[src/rtl/reg_fifo_unpack.sv]
// reg_fifo_unpack: pops one FIFO word per frame and serialises it onto the
// 8-bit register read bus as a header byte plus little-endian payload bytes.
// The word is reached through addressed register reads or address-less fast reads.
// Optional feature macro: FIFO_RD_STATS_EN (word / empty-frame statistics).
module reg_fifo_unpack #(
    parameter int pDATA_WIDTH   = 18,
    parameter int pSTATUS_WIDTH = 6,
    parameter int pBYTECNT_SIZE = 7,
    parameter logic [pDATA_WIDTH-1:0] pEMPTY_DATA = '0
) (
    input  logic                     cwusb_clk,
    input  logic                     fpga_reset,
    input  logic                     I_sel,
    input  logic                     reg_read,
    input  logic [pBYTECNT_SIZE-1:0] reg_bytecnt,
    input  logic                     I_fast_en,
    input  logic                     I_fast_rd,
    input  logic                     I_fast_restart,
    input  logic [pDATA_WIDTH-1:0]   I_fifo_data,
    input  logic [pSTATUS_WIDTH-1:0] I_fifo_status,
    input  logic                     I_fifo_empty,
    output logic                     O_fifo_read,
    output logic [7:0]               O_read_data,
    output logic                     O_fast_active,
    input  logic                     I_clear_counts,
    output logic [31:0]              O_word_count,
    output logic [15:0]              O_empty_count
);

    localparam int pWORD_BITS  = pDATA_WIDTH + pSTATUS_WIDTH;
    localparam int pWORD_BYTES = 1 + (pWORD_BITS + 7) / 8;
    localparam int pPAY_BITS   = 8 * (pWORD_BYTES - 1);
    localparam int pIDX_W      = (pWORD_BYTES > 2) ? $clog2(pWORD_BYTES) : 1;
    localparam logic [pBYTECNT_SIZE-1:0] pWB_CNT = pBYTECNT_SIZE'(pWORD_BYTES);
    localparam logic [pIDX_W-1:0] pLAST_IDX = pIDX_W'(pWORD_BYTES - 1);

    logic [pWORD_BITS-1:0] word_r;
    logic                  empty_flag;
    logic                  fast_src;
    logic                  reg_read_r;
    logic                  fast_en_r;
    logic [pIDX_W-1:0]     fidx;

    logic                  reg_active;
    logic                  fast_reset;
    logic                  fast_acc;
    logic [pIDX_W-1:0]     reg_idx;
    logic [pIDX_W-1:0]     fidx_eff;
    logic [pIDX_W-1:0]     fidx_next;
    logic [pIDX_W-1:0]     sel_idx;
    logic                  reg_start;
    logic                  fast_start;
    logic                  frame_start;
    logic                  empty_start;
    logic [pWORD_BITS-1:0] word_load;
    logic [pPAY_BITS-1:0]  payload;
    logic [7:0]            header;
    logic [7:0]            frame_bytes [pWORD_BYTES];
    logic [7:0]            byte_next;

    assign reg_idx = pIDX_W'(reg_bytecnt % pWB_CNT);

    // Frame-start detection, byte index selection and the byte to register.
    // A restart (or fast_en rising) takes effect in its own cycle, so a strobe
    // arriving together with it is byte 0 of a fresh frame.
    always_comb begin
        reg_active  = I_sel & reg_read;
        fast_reset  = I_fast_restart | (I_fast_en & ~fast_en_r);
        fidx_eff    = fast_reset ? '0 : fidx;
        fast_acc    = I_fast_en & I_fast_rd & ~reg_active;
        reg_start   = reg_active & ~reg_read_r & (reg_idx == '0);
        fast_start  = fast_acc & (fidx_eff == '0);
        frame_start = (reg_start | fast_start) & ~fpga_reset;
        O_fifo_read = frame_start & ~I_fifo_empty;
        empty_start = frame_start & I_fifo_empty;
        word_load   = {I_fifo_status, (I_fifo_empty ? pEMPTY_DATA : I_fifo_data)};

        if (fast_acc)
            fidx_next = (fidx_eff == pLAST_IDX) ? '0 : fidx_eff + pIDX_W'(1);
        else
            fidx_next = fidx_eff;

        // Header must already reflect a decision being made this cycle.
        if (frame_start)
            header = {I_fifo_empty, fast_start, 6'b0};
        else
            header = {empty_flag, fast_src, 6'b0};

        payload        = pPAY_BITS'(word_r);
        frame_bytes[0] = header;
        for (int i = 1; i < pWORD_BYTES; i++)
            frame_bytes[i] = payload[8*(i-1) +: 8];

        sel_idx   = reg_active ? reg_idx : fidx_eff;
        byte_next = 8'h00;
        if (reg_active | fast_acc)
            byte_next = frame_bytes[sel_idx];
    end

    assign O_fast_active = (fidx != '0);

    // Word latch, frame flags, fast byte index and registered read byte.
    always_ff @(posedge cwusb_clk) begin
        if (fpga_reset) begin
            word_r      <= '0;
            empty_flag  <= 1'b0;
            fast_src    <= 1'b0;
            reg_read_r  <= 1'b0;
            fast_en_r   <= 1'b0;
            fidx        <= '0;
            O_read_data <= 8'h00;
        end else begin
            reg_read_r  <= reg_read;
            fast_en_r   <= I_fast_en;
            fidx        <= fidx_next;
            O_read_data <= byte_next;
            if (frame_start) begin
                word_r     <= word_load;
                empty_flag <= I_fifo_empty;
                fast_src   <= fast_start;
            end
        end
    end

`ifdef FIFO_RD_STATS_EN
    logic [31:0] word_count;
    logic [15:0] empty_count;

    // Pop counter wraps; empty-frame counter saturates; clear wins.
    always_ff @(posedge cwusb_clk) begin
        if (fpga_reset || I_clear_counts) begin
            word_count  <= '0;
            empty_count <= '0;
        end else begin
            if (O_fifo_read)
                word_count <= word_count + 32'd1;
            if (empty_start && (empty_count != 16'hFFFF))
                empty_count <= empty_count + 16'd1;
        end
    end

    assign O_word_count  = word_count;
    assign O_empty_count = empty_count;
`else
    logic unused_stats;
    assign unused_stats  = &{1'b0, I_clear_counts, empty_start};
    assign O_word_count  = 32'd0;
    assign O_empty_count = 16'd0;
`endif

endmodule

[config.mk]
export PLATFORM = sky130hd
export DESIGN_NAME = reg_fifo_unpack
export DESIGN_NICKNAME = d
export VERILOG_FILES = /design/src/rtl/reg_fifo_unpack.sv
export SDC_FILE = /design/constraint.sdc
export NUM_CORES = 1
export LEC_CHECK = 0
export BUFFER_PORTS_ARGS = -buffer_cell sky130_fd_sc_hd__buf_2
export CAP_MARGIN = 10
export CORE_ASPECT_RATIO = 1.1
export CORE_MARGIN = 2
export CORE_UTILIZATION = 44
export CTS_CLUSTER_SIZE = 25
export DETAILED_ROUTE_END_ITERATION = 12
export MAX_ROUTING_LAYER = met4
export PLACE_DENSITY_LB_ADDON = 0.3
export SYNTH_ARGS = -nofsm -noshare
export SYNTH_HDL_FRONTEND = slang
export SYNTH_SLANG_ARGS = --single-unit
[constraint.sdc]
create_clock -name cwusb_clk -period 2.3 [get_ports cwusb_clk]
set_input_delay 0.23 -clock cwusb_clk [delete_from_list [all_inputs] [get_ports cwusb_clk]]
set_output_delay 0.23 -clock cwusb_clk [all_outputs]
set_load 0.02 [all_outputs]
# After elaboration in Yosys (flattened, before gate mapping)
# Index checks and enable logic that the tools add are counted.
# totals
inputBits	40
output_inout_bits	58
elab_cells	42
ff_bits	38
# classes
n_mux	9
n_reduce_logical	4
n_addsub	1
bitwise	19
order_cmp	1
eq_ne	1
# op_table
cell	n
$mux 8	3
$mux 18	1
$bmux 8 s2	1
$and 1x1->1	9
$mux 2	4
$not 1->1	6
$logic_not 2->1	2
$ge 3x3->1 const B	1
$not 2->3	1
$or 1x1->1	3
$add 2x1->2 const B	1
$eq 2x2->1 const B	1
$reduce_bool 2->1	1
$reduce_or 2->1	1

# Depth between registers and ports, before layout
# depth
depth_word	12
ltp_mapped	8
mapped_depth_nobuf	8

# Worst setup path after synthesis
# Ideal clock, no wire load.
# synth_timing
kind	register to register
startpoint	register fast_en_r
endpoint	register O_read_data[6]
stages_incl_launch_ff	9
path_slack_ns	0.286
arrival_ns	1.899
period_less_slack_ns	2.014
cell_sequence	dfxtp_1 inv_1 a21oi_1 nand2_1 ha_1 nor4b_1 nand2b_1 mux4_2 and2_1
# synth_between
elab_chain_len	12
# synth_rtl
element	line	rtl
from (decl)	41	logic fast_en_r;
from (signal assigned)	114	fast_en_r <= I_fast_en;
$not 1->1 *	68	fast_reset = I_fast_restart | (I_fast_en & ~fast_en_r);
$and 1x1->1 *	68	
$or 1x1->1 *	68	
$mux 2 *	69	fidx_eff = fast_reset ? '0 : fidx;
$logic_not 2->1	72	fast_start = fast_acc & (fidx_eff == '0);
$and 1x1->1	72	
$or 1x1->1	73	frame_start = (reg_start | fast_start) & ~fpga_reset;
$and 1x1->1	73	
$mux 8	84	if (frame_start)
$bmux 8 s2 *	97	byte_next = frame_bytes[sel_idx];
$mux 8 (not written as such) * (2 in series)	97	
to (signal assigned)	116	O_read_data <= byte_next;
to (decl)	23	output logic [7:0] O_read_data,
# Every way passes the cells marked *; elsewhere a longest branch is shown, timed or not. The select of a mux whose other input is x is not followed.
# A chain may end at the register's enable or synchronous reset.

# Worst setup path in the final report
# layout_timing
startpoint	register fast_en_r
endpoint	output port O_fifo_read
# layout_between
elab_chain_len	9
# layout_rtl
element	line	rtl
$not 1->1	68	
$and 1x1->1	68	
$or 1x1->1	68	
$mux 2	69	
$logic_not 2->1	72	
$and 1x1->1	72	
$or 1x1->1	73	
$and 1x1->1	73	
$and 1x1->1	74	O_fifo_read = frame_start & ~I_fifo_empty;
to (decl)	22	output logic O_fifo_read,
# Every way passes these cells.

==> out/qor.csv <==
stage,metric,value,unit
pwr,leakagePower,0.972,nW
clock_tree,clk_pin_slew_worst_paths,0.07,ns
final_layout,final_core_util,50.7,%
global_route,grt_max_degree,25,
worst_setup_path,crit_chain,inv_1 -> a21oi_2 -> nand2_1 -> ha_1 -> nor4b_2 -> nor2_1 -> nor2_1 -> buf_2,
worst_setup_path,crit_top_cell,nor2_1,
synthesis,yosysWarnings,0,
drt,wirelength,3660,µm
worst_setup_path,cp.required,2.07,ns
synthesis,synthTopCellsByCount,"buf_4 (48), nand2_1 (42), dfxtp_1 (38)",
drt,viasPerCell,4.49,
final_layout,multiInputGateArea,985,µm²
final_layout,drive_gt1_share,22.1,%
sta,rsz0062_at_grt,no,
sta,fmax,490,MHz
final_layout,diodes,0,
pwr,peakVddDrop,0.000359,V
worst_setup_path,cpMaxStageDelayCell,dfxtp_1,
global_route,track_usage,15.6,%
clock_tree,clk_path_buf_depth,2,
global_route,antenna_found_initial,0,
sta,hold_viol,0,
synthesis,ys_top_cells_by_area,"dfxtp_1 (39%), buf_4 (18%), nand2_1 (8.0%), a21oi_1 (7.1%), nand3b_1 (6.9%)",
drt,vias,1482,
pwr,finalPower,1.47,mW
final_layout,finalNonFillerCells,330,
place,gp_routability_congestion,0.890,
drt,avgRoutedWirePerCell,11.1,µm
sta,clock_skew,0.00988,ns
drt,drc,0,
flow_run,maxCapViolations,0,
place,dp.cells,323,
floorplan,die_w,67.7,µm
synthesis,synthFlopType,dfxtp_1,
min_path,min-delay-start,I_fifo_status[0],
sta,timing.setup.tns,0,ns
clock_tree,hold_buffers,0,
final_layout,nets,317,
floorplan,core,4290,µm²
synthesis,synth_area,1960,µm²
sta,slew_headroom,50.1,%
worst_setup_path,arrival,1.81,ns
sta,tightest_slew,0.748,ns
worst_setup_path,end_kind,primary output,
floorplan,die_area,5020,µm²
sta,finalCritPeriodShare,88.8,%
synthesis,yosysUniqueCellTypes,31,
floorplan,row_count,25,
run_status,run_status,finished clean,
clock_tree,h-tree-depth,2,
sta,maxSlewViolCount,0,
drt,ant_nets,0,
final_layout,fin_area,2170,µm²
worst_setup_path,r2r-start,fast_en_r,
synthesis,synth.most_common_cell,buf_4,
floorplan,io_pins,98,
min_path,hold_class,in2reg,
final_layout,nFillCells,442,
synthesis,async_flop_share,0,%
drt,first_pass_iters,4,
synthesis,synth_seq_cells,38,
synthesis,synth_cells,233,
min_path,min_delay_path_depth,3,
place,dpl_cell_area,2050,µm²
worst_setup_path,r2r-end,O_read_data[6],
place,port_buffers,43,
global_route,overflow,0,
floorplan,start_util,45.8,%
global_route,grt_pass1_wl,5580,µm
worst_setup_path,setup.worst_path.start_class,flip-flop,
worst_setup_path,regToRegSetupSlack,0.29,ns
synthesis,synth-edff-count,0,
final_layout,regArea,761,µm²
pwr,pwr_density_cell,676,nW/µm²
worst_setup_path,critPathMaxFanout,4,
drt,drtIter0Drc,75,
worst_setup_path,worstSetupPathType,reg2out,
sta,finalSetupViolCount,0,
synthesis,yosysSeqAreaShare,38.7,%
sta,post-route-min-period,2.04,ns
clock_tree,clock_latency,0.29,ns
synthesis,avgSynthCellArea,8.43,µm²
floorplan,die_y,74.1,µm
min_path,whs_endpoint,payload[18],
worst_setup_path,reg2regPathDepth,8,
place,place_hpwl,2670,µm
synthesis,synth_top_area_share,38.7,%
final_layout,area_growth,10.7,%
worst_setup_path,crit_path_max_incr_delay,0.30,ns
global_route,grt_pass1_vias,1205,
clock_tree,cts_tree,yes,
clock_tree,root_buffer,clkbuf_8,
clock_tree,cts_sinks,38,
clock_tree,cts_buffers,5,
synthesis,synth_area_leader_cell,dfxtp_1,
-- where the power goes --
group,leakage [nW],internal [mW],switching (mW),total (mW)
clock,0.0573,0.347,0.217,0.564
sequential,0.309,0.679,0.00978,0.689
combinational,0.606,0.0642,0.152,0.216
-- per-layer routing --
| metal | track usage (%) | part of all wire [%] | up-vias |
|---|---|---|---|
| li1 | - | - | 770 |
| met1 | 20.1 | 46 | 643 |
| met5 | - | 0 | - |
| met2 | 22.2 | 44 | 64 |
| met3 | 4.69 | 8.2 | 5 |
| met4 | 7.48 | 1.8 | 0 |
-- worst max-delay path: cells and delay by family, from the launching register on --
family	cells	cell delay (ns)
buf+inv	2	0.21
fa+ha+maj	1	0.24
flops	1	0.30
compound gates	1	0.24
simple gates	4	0.53
-- layout make-up --
cell class                 instances  area share [%]
sequential                        38            35.0
clock buffer                       6            3.80
multi-input combinational        183            45.3
timing repair buffer              47            11.3
tap                               54            3.11
inverter                           1           0.173
clock inverter                     1            1.38
-- placed cells by master (no fill, tap or decap) --
master / Yosys / layout
o21ai_2: 1 / 1
or4_4: 1 / 1
a21o_1: 1 / 1
nand3b_1: 18 / 18
nor4_1: 1 / 1
dfxtp_1: 38 / 38
and3_1: 2 / 2
xor2_1: 1 / 1
a21oi_1: 28 / 27
nor4b_2: 0 / 1
mux2i_1: 7 / 7
nand2_1: 42 / 42
a31oi_4: 1 / 1
and2_1: 2 / 2
nand2b_1: 4 / 4
buf_2: 3 / 43
a31oi_1: 1 / 1
bufinv_16: 0 / 1
o211ai_1: 1 / 1
conb_1: 1 / 48
and3b_1: 1 / 1
a21oi_2: 0 / 1
mux4_2: 1 / 1
o21ai_0: 2 / 2
or2_2: 1 / 1
clkbuf_8: 0 / 6
ha_1: 1 / 1
nor2b_1: 4 / 4
buf_4: 48 / 4
nor2_1: 5 / 5
o22ai_1: 7 / 7
nor3b_1: 1 / 1
inv_1: 1 / 1
-- flip-flops by register name (all words and copies together), names as in the netlist --
register     cells
O_read_data      8
empty_flag       1
fast_en_r        1
fast_src         1
fidx             2
payload         24
reg_read_r       1
-- stage by stage --
stage               hold WS [ns]  setup slack, ns
floorplan                  0.358            0.286
global placement           0.438            0.170
detailed placement         0.444            0.133
CTS                        0.172           0.0619
global route               0.171            0.121
finish                     0.185            0.259
-- worst max path at each step --
stage	from	to	depth (start not counted)	slack, ns
2_1_floorplan	fast_en_r	O_read_data[6]	8	0.29
3_3_place_gp	I_fast_en	O_read_data[6]	8	0.17
3_5_place_dp	I_fast_en	O_read_data[6]	8	0.13
4_1_cts	fast_en_r	O_fifo_read	8	0.06
5_1_grt	fast_en_r	O_fifo_read	8	0.12
6_report	fast_en_r	O_fifo_read	8	0.26
-- cell families (layout without fill, tap and decap cells) --
| family | after synthesis | in the layout | synth area share (%) |
|---|---|---|---|
| buffers and inverters | 59 | 55 | 20.6 |
| other | 1 | 48 | 0.191 |
| and+or+nand+nor | 83 | 83 | 22.2 |
| DFF | 38 | 38 | 38.7 |
| adders and majority gates | 1 | 1 | 0.637 |
| xor gates and xnor gates | 1 | 1 | 0.446 |
| muxes | 8 | 8 | 4.71 |
| AOI/OAI and AO/OA | 42 | 42 | 12.5 |
-- timing repair --
action | in CTS | in global routing
buffers inserted | 0 | 0
resized for setup | 0 | 2
setup endpoints to repair | 0 | 1
Power figures use the tool's default switching activity.
